File: src/rtl/avalon_speaker_tx.sv
// Avalon-ST stereo sink feeding an I2S transmitter slaved to an external bclk/lrclk.
// Frames are buffered in a small FIFO and popped one per left-slot start.
module avalon_speaker_tx #(
  parameter int DATA_W     = 24,
  parameter int FIFO_DEPTH = 8
) (
  input  logic                          clk,
  input  logic                          reset,
  input  logic                          enable,
  input  logic                          bclk_in,
  input  logic                          lrclk_in,
  input  logic [2*DATA_W-1:0]           snk_data,
  input  logic                          snk_valid,
  output logic                          snk_ready,
  output logic                          dout,
  output logic [$clog2(FIFO_DEPTH):0]   fifo_level,
  output logic                          underrun_sticky,
  output logic [15:0]                   underrun_count,
  input  logic                          underrun_clr
);

  localparam int PTR_W = $clog2(FIFO_DEPTH);
  localparam int LVL_W = PTR_W + 1;
  localparam int CNT_W = $clog2(DATA_W + 1);
  localparam logic [LVL_W-1:0] LVL_MAX = LVL_W'(FIFO_DEPTH);
  localparam logic [CNT_W-1:0] CNT_MAX = CNT_W'(DATA_W);

  logic r_bclk_s1, r_bclk_s2, r_bclk_s3;
  logic r_lr_s1, r_lr_s2;
  logic r_lr_r, r_lr_slot;
  logic [DATA_W-1:0] r_shift, r_held;
  logic [CNT_W-1:0]  r_bit_cnt;
  logic              r_dout;

  logic [2*DATA_W-1:0] r_mem [FIFO_DEPTH];
  logic [PTR_W-1:0]    r_wr_ptr, r_rd_ptr;
  logic [LVL_W-1:0]    r_level;

  logic        r_sticky;
  logic [15:0] r_count;

  logic                w_bclk_rise, w_bclk_fall;
  logic                w_slot_start, w_left_start;
  logic                w_fifo_empty, w_pop, w_push, w_underrun;
  logic [2*DATA_W-1:0] w_head;
  logic [DATA_W-1:0]   w_word;

  assign w_bclk_rise  = r_bclk_s2 & ~r_bclk_s3;
  assign w_bclk_fall  = ~r_bclk_s2 & r_bclk_s3;
  assign w_slot_start = w_bclk_fall & (r_lr_r != r_lr_slot);
  assign w_left_start = w_slot_start & ~r_lr_r;
  assign w_fifo_empty = (r_level == '0);
  assign w_pop        = w_left_start & enable & ~w_fifo_empty;
  assign w_underrun   = w_left_start & enable & w_fifo_empty;
  assign w_push       = snk_valid & snk_ready;
  assign w_head       = r_mem[r_rd_ptr];

  // Word loaded at a slot start; disabled or starved slots play silence.
  always_comb begin
    w_word = '0;
    if (enable) begin
      if (r_lr_r)
        w_word = r_held;
      else if (!w_fifo_empty)
        w_word = w_head[2*DATA_W-1:DATA_W];
    end
  end

  always_ff @(posedge clk) begin
    if (reset) begin
      r_bclk_s1 <= 1'b0;
      r_bclk_s2 <= 1'b0;
      r_bclk_s3 <= 1'b0;
      r_lr_s1   <= 1'b0;
      r_lr_s2   <= 1'b0;
    end else begin
      r_bclk_s1 <= bclk_in;
      r_bclk_s2 <= r_bclk_s1;
      r_bclk_s3 <= r_bclk_s2;
      r_lr_s1   <= lrclk_in;
      r_lr_s2   <= r_lr_s1;
    end
  end

  // lr_slot starts at 1 so that the first observed left slot is a fresh slot start.
  always_ff @(posedge clk) begin
    if (reset) begin
      r_lr_r    <= 1'b1;
      r_lr_slot <= 1'b1;
      r_shift   <= '0;
      r_held    <= '0;
      r_bit_cnt <= CNT_MAX;
      r_dout    <= 1'b0;
    end else begin
      if (w_bclk_rise)
        r_lr_r <= r_lr_s2;
      if (w_slot_start) begin
        r_lr_slot <= r_lr_r;
        r_dout    <= w_word[DATA_W-1];
        r_shift   <= w_word << 1;
        r_bit_cnt <= CNT_W'(1);
        if (!r_lr_r)
          r_held <= w_pop ? w_head[DATA_W-1:0] : '0;
      end else if (w_bclk_fall) begin
        if (r_bit_cnt < CNT_MAX) begin
          r_dout    <= r_shift[DATA_W-1];
          r_shift   <= r_shift << 1;
          r_bit_cnt <= r_bit_cnt + CNT_W'(1);
        end else begin
          r_dout <= 1'b0;
        end
      end
    end
  end

  always_ff @(posedge clk) begin
    if (w_push)
      r_mem[r_wr_ptr] <= snk_data;
  end

  always_ff @(posedge clk) begin
    if (reset) begin
      r_wr_ptr <= '0;
      r_rd_ptr <= '0;
      r_level  <= '0;
    end else begin
      if (w_push)
        r_wr_ptr <= r_wr_ptr + PTR_W'(1);
      if (w_pop)
        r_rd_ptr <= r_rd_ptr + PTR_W'(1);
      case ({w_push, w_pop})
        2'b10:   r_level <= r_level + LVL_W'(1);
        2'b01:   r_level <= r_level - LVL_W'(1);
        default: r_level <= r_level;
      endcase
    end
  end

  // An underrun in the same cycle as a clear wins and restarts the count at 1.
  always_ff @(posedge clk) begin
    if (reset) begin
      r_sticky <= 1'b0;
      r_count  <= '0;
    end else if (w_underrun) begin
      r_sticky <= 1'b1;
      if (underrun_clr)
        r_count <= 16'd1;
      else if (r_count != 16'hFFFF)
        r_count <= r_count + 16'd1;
    end else if (underrun_clr) begin
      r_sticky <= 1'b0;
      r_count  <= '0;
    end
  end

  assign snk_ready       = ~reset & (r_level < LVL_MAX);
  assign dout            = r_dout;
  assign fifo_level      = r_level;
  assign underrun_sticky = r_sticky;
  assign underrun_count  = r_count;

endmodule

File: config.mk
export PLATFORM = sky130hd
export DESIGN_NAME = avalon_speaker_tx
export DESIGN_NICKNAME = d
export VERILOG_FILES = /design/src/rtl/avalon_speaker_tx.sv
export SDC_FILE = /design/constraint.sdc
export NUM_CORES = 1
export LEC_CHECK = 0
export CAP_MARGIN = 25
export CORE_MARGIN = 2
export CORE_UTILIZATION = 60
export DETAILED_ROUTE_END_ITERATION = 12
export HOLD_SLACK_MARGIN = 0.12
export PLACE_DENSITY = 0.81
export RECOVER_POWER = 100
export SLEW_MARGIN = 40
export SYNTH_ARGS = -nofsm -noshare
export SYNTH_HDL_FRONTEND = slang
export SYNTH_SLANG_ARGS = --single-unit
File: constraint.sdc
create_clock -name clk -period 5.7 [get_ports clk]
set_input_delay 0.855 -clock clk [delete_from_list [all_inputs] [get_ports clk]]
set_output_delay 0.855 -clock clk [all_outputs]
set_load 0.01 [all_outputs]
# Word level (Yosys, flattened, before mapping)
# Memory sizes are Yosys's and may differ from the RTL's. A register that Yosys moved wholly into a read port is not among the register bits.
# Cells that the tools add are included.
# Widths: inputs -> output; s select.
op_classes:
  n_addsub: 6
  n_lt_le_gt_ge: 2
  eq_ne: 4
  muxes: 24
  n_bitwise: 14
  n_reduce_logical: 11
ops:
  columns: ["op", "count"]
  rows:
  - ["$mux 24", 7]
  - ["$mux 16", 4]
  - ["$add 16x1->16 const B", 1]
  - ["$ne 16x16->1 const B", 1]
  - ["$mux 5", 3]
  - ["$reduce_bool 2->1", 5]
  - ["$and 1x1->1", 9]
  - ["$pmux 4 s2", 1]
  - ["$reduce_and 2->1", 4]
  - ["$mux 1", 7]
  - ["$add 3x1->3 const B", 2]
  - ["$mux 3", 2]
  - ["$add 5x1->5 const B", 1]
  - ["$lt 5x5->1 const B", 1]
  - ["$not 1->1", 5]
  - ["$add 4x1->4 const B", 1]
  - ["$logic_not 4->1", 1]
  - ["$lt 4x4->1 const B", 1]
  - ["$sub 4x1->4 const B", 1]
  - ["$eq 2x1->1 const B", 1]
  - ["$eq 2x2->1 const B", 1]
  - ["$reduce_or 2->1", 1]
  - ["$ne 1x1->1", 1]
totals:
  regBits: 87
  ramBits: 384
  inputBits: 55
  out_inout_bits: 23
  wordCells: 79
  memories: 1
memory_table:
  columns: ["name", "words", "width", "rd", "rd_clocked_by_memory_dff", "wr", "line", "text"]
  rows:
  - ["r_mem", 8, 48, 1, 1, 1, "35", "logic [2*DATA_W-1:0] r_mem [FIFO_DEPTH];"]

# Longest topological paths before layout
depth:
  depth_word: 8
  ltp_mapped: 11
  mapped_depth_nobuf: 10

# Worst setup path after synthesis
# No wires, ideal clock.
synth_path:
  path_type: "input port to flip-flop"
  start: "input port reset"
  end: "memory r_mem[0][0] (netlist name) (enable)"
  setup_time_ps: 513
  arrival_time_ps: 4916
  t_required_ps: 5187
  slack_ps: 271
  stages: 5
  path_buffers: 1
  path_cell_list: "clkbuf_1 > nor2_1 > and2_0 > nand2b_1 > nor3_1"
synth_via:
  elab_chain_len: 5
synth_rtl:
  columns: ["item", "line", "text"]
  rows:
  - ["start, declared", "8", "input logic reset,"]
  - ["$not 1->1", "156", "assign snk_ready = ~reset & (r_level < LVL_MAX);"]
  - ["$and 1x1->1", "156", null]
  - ["via snk_ready", "14", "output logic snk_ready,"]
  - ["$and 1x1->1", "55", "assign w_push = snk_valid & snk_ready;"]
  - ["$mux 1", "117", "if (w_push)"]
  - ["$mux 1 (not written as such)", "118", "r_mem[r_wr_ptr] <= snk_data;"]
  - ["end, declared", "35", null]
# The timed path passes the listed nets, and every way through them passes these cells.

# Worst setup path in the final report
layout_path:
  start: "input port reset"
  end: "memory r_mem[4][6] (netlist name) (enable)"
layout_via:
  elab_chain_len: 5
layout_rtl:
  columns: ["item", "line"]
  rows:
  - ["$not 1->1", "156"]
  - ["$and 1x1->1", "156"]
  - ["$and 1x1->1", "55"]
  - ["$mux 1", "117"]
  - ["$mux 1 (not written as such)", "118"]
# No other way between the ends.

==> results by stage <==
Detailed routing:
- After detailed routing, the total wire length is 35600 µm.
- Dividing the detail-routed wire length by the instance count gives 23.7 µm.
- The detailed router finished its first iteration with 863 violations.
- The number of DRC violations after detailed routing is 0.
- The average via count per standard cell is 6.23.
- The vias after detailed routing is 9357.
- The first-pass iteration count of the detailed router is 5.
- The number of nets still failing antenna checks after routing is 0.

Yosys:
- The dominant register cell in the synthesized netlist is edfxtp_1.
- The synthesized netlist occupies a cell area of 18200 µm².
- Summing the sequential cell areas from Yosys gives 73.4% of the chip area.
- By area the synthesized netlist is led by edfxtp_1 (63%), mux4_2 (12%), dfxtp_1 (9.9%).
- Synthesis inferred 474 register bits.
- The mean cell area of the mapped netlist is 18.4 µm².
- The number of nets in the synthesized netlist is 1047.
- Synthesis handed over a netlist of 985 instances.
- The synthesized design devotes to its leading area cell type 63.5% of total area.
- The count of flip-flops with a built-in enable after synthesis is 384.
- The total of warnings raised by yosys is 0.
- The proportion of register bits with asynchronous set or reset after synthesis is 0%.
- The distinct cell type count after synthesis is 55.
- The cell taking the most area after synthesis is edfxtp_1.
- Counting instances in the post-synthesis netlist gives the leading cell types as edfxtp_1 (384), mux4_2 (96), dfxtp_1 (90), nand2_1 (52), mux2i_1 (49).
- In the post-synthesis netlist, the cell with the most instances is edfxtp_1.

Finish:
- The net total in the final layout is 1138.
- The count of placed standard cells in the final layout, fillers left out is 1502.
- The flip-flop and latch area is 13300 µm².
- The area growth from synthesis to layout is 15.5%.
- Once layout is done, the placed cells without fillers occupy 21000 µm².
- The count of fill cells added during filler insertion is 1785.
- The multi-input combinational cells in the finished layout cover a total of 4600 µm².
- The share of layout cells above drive strength 1 is 17.8%.

Worst setup path:
- The maximum fanout along the worst path is 54.
- Traced cell by cell, the critical path runs through dlygate4sd3_1 > buf_4 > nor2_1 > and2_0 > nand2b_1 > nor2_1 > buf_12.
- The startpoint type of the worst setup path is a primary input.
- STA classifies the critical path endpoint as a flip-flop.
- The critical path buffer and inverter count is 3.
- The critical path in this run is classified as in2reg.
- The cell family contributing the most delay on the critical path is simple AND/OR/NAND/NOR gates.
- For this run, the slowest stage of the critical path takes 1.65 ns.
- The slowest library cell on the worst path is nor2_1.
- At the worst endpoint, the required time is 5.94 ns.
- The data arrival time of the critical path is 4.45 ns.
- The dominant cell type by count on the critical path is nor2_1.

CTS:
- After clock tree synthesis, the flow added hold-fix buffers numbering 0.
- The total number of clock tree sinks is 474.
- In this run the post-CTS setup repair buffer count came out at 0.
- The quantity of gates resized following cts is 0.
- TritonCTS built the clock tree.
- The total number of H-tree levels is 2.
- The root buffer selected by CTS is clkbuf_16.
- The number of buffers inserted during clock tree synthesis is 46.
- The worst-skew pair later-pin latency is 0.56 ns.
- In this run the deepest clock path goes through 3 buffers.
- After clock tree synthesis, the clock-pin slew on the worst setup and hold paths is 0.06 ns.

Place:
- The half-perimeter wire length of the detailed placement result is 19600 µm.
- The count of buffers added on input and output ports is 77.
- The post-place setup slack is 1.92 ns.
- The area after detailed placement is 19500 µm².
- The global placer's final weighted congestion is 0.794.
- In this run, placement finished with an instance count of 1417.

Timing:
- Static timing analysis puts the maximum clock frequency at 238 MHz.
- The final-layout setup total negative slack is 0 ns.
- The count of final hold-check violations is 0.
- The routed design could run at a clock period as short as 4.21 ns.
- The worst pin sits at a relative slew slack of -43.4%.
- On the final layout, the worst clock skew is 0.0206 ns.
- The max-slew violation total from the final report is 315.
- The final number of setup-violating endpoints is 0.
- The post-route clock period utilization is 73.8%.
- Setup repair after global routing left no endpoint under its margin.
- The final critical-path setup slack is 1.49 ns.
- The slew at the pin closest to its max-slew limit is 2.14 ns.

GRT:
- The number of global-route vias before repair is 9641.
- The largest net degree at the start of global routing is 55.
- The remaining global-route overflow is 0.
- The initial antenna violation count is 1.
- In the global route stage, overall resource usage came out at 23.1%.
- The first global-routing pass estimated 54700 µm of wire.

Floorplanning:
- For this configuration, the core starts out at a cell density of 61.1%.
- The area of the core region is 29700 µm².
- The die covers 31700 µm².
- The die is 178 µm tall.
- The count of standard-cell rows is 63.
- The count of boundary I/O pins is 78.
- The x dimension of the die is 178 µm.

Status:
- The checks that failed: max-capacitance violations, max-slew violations.
- The flow ran to the end, but the final reports show violations.

Pwr:
- The overall power after layout is 7.03 mW.
- The worst voltage drop across the vdd grid is 0.000267 V.
- The leakage power of the design is 6.66 nW.
- The total power density per cell area is 335 nW/µm².

Flow run:
- The max-cap check violation count is 10.

Min path:
- The kind of path behind the tightest hold check is reg2reg.
worst reg2reg max path, cell delays in order (launching register included):
cell	delay, ns
dfxtp_1	0.36
nor2_1	0.16
and2_0	0.32
nand2b_1	0.24
nor2_1	1.65
buf_12	0.32
metrics by stage:
step,hold slack [ns],util [%]
final,0.455,70.6
after global routing,0.475,70.6
after CTS,0.454,70.8
after detailed placement,0.424,65.6
after global placement,0.428,65.3
after floorplan,0.412,-
state kept, by name, indices dropped and copies added (netlist names), 3 cells and up, named ones only:
signal / count
r_shift: 23
r_bit_cnt: 5
r_mem: 384
r_wr_ptr: 3
r_held: 24
r_rd_ptr: 3
fifo_level: 4
underrun_count: 16
per-layer routing:
| metal | global-route usage [%] | up-vias | wire length, µm |
|---|---|---|---|
| met5 | 0 | - | 0 |
| met4 | 7.92 | 0 | 948 |
| met3 | 2.94 | 73 | 1960 |
| met2 | 40.0 | 361 | 18500 |
| met1 | 30.7 | 4755 | 14200 |
| li1 | - | 4168 | - |
path summary, 6_finish.rpt:
path,from,to,slack [ns],cells after the start
worst max-delay path,reset,r_mem[4][6],1.49,7
worst min-delay path,r_lr_s2,r_lr_r,0.45,1
worst max register to register,fifo_level[3],r_mem[4][6],2.32,5
worst min register to register,r_lr_s2,r_lr_r,0.45,1
report_power, final:
group / internal [mW] / switching [mW]
Combinational: 0.0687 / 0.100
Clock: 1.84 / 1.23
Sequential: 3.78 / 0.0157
Total: 5.68 / 1.35
placed cells by master, fill, tap and decap left out, types with 4 or more instances in the layout:
cell type / count
nand2_1: 52
clkbuf_16: 46
mux4_2: 96
buf_4: 7
nor2_1: 25
nand3_1: 12
a21oi_1: 18
o31ai_1: 6
edfxtp_1: 384
a221oi_1: 20
buf_12: 4
o21bai_1: 22
clkdlybuf4s50_1: 4
nor2b_1: 9
nor3_1: 6
mux2i_1: 49
and4_1: 4
dfxtp_1: 87
or4_1: 6
clkbuf_8: 6
clkinv_2: 12
o21ai_0: 32
ha_1: 7
nand2b_1: 8
o22ai_1: 22
bufinv_16: 6
xnor2_1: 4
xor2_1: 10
dlygate4sd3_1: 73
clkbuf_1: 14
logic make-up (layout without fill, tap and decap cells):
group	after synthesis	in the layout	synth area share, %
DFF	474	474	73.4
buffers and inverters	58	184	1.47
AOI/OAI and AO/OA	141	141	5.16
and+or+nand+nor	144	144	4.06
xor gates and xnor gates	14	14	0.675
adders and majority gates	7	7	0.482
muxes	147	147	14.7
other	0	1	0
area by class of cell:
cell class,count,area share (%)
repair buffers,98,4.62
flip-flops and latches,474,63.6
diodes,1,0.0119
clock inverters,23,1.37
multi-input cells,453,21.9
well taps,390,2.33
clock buffers,60,6.03
inverters,3,0.0537
(Power assumes the default switching activity.)
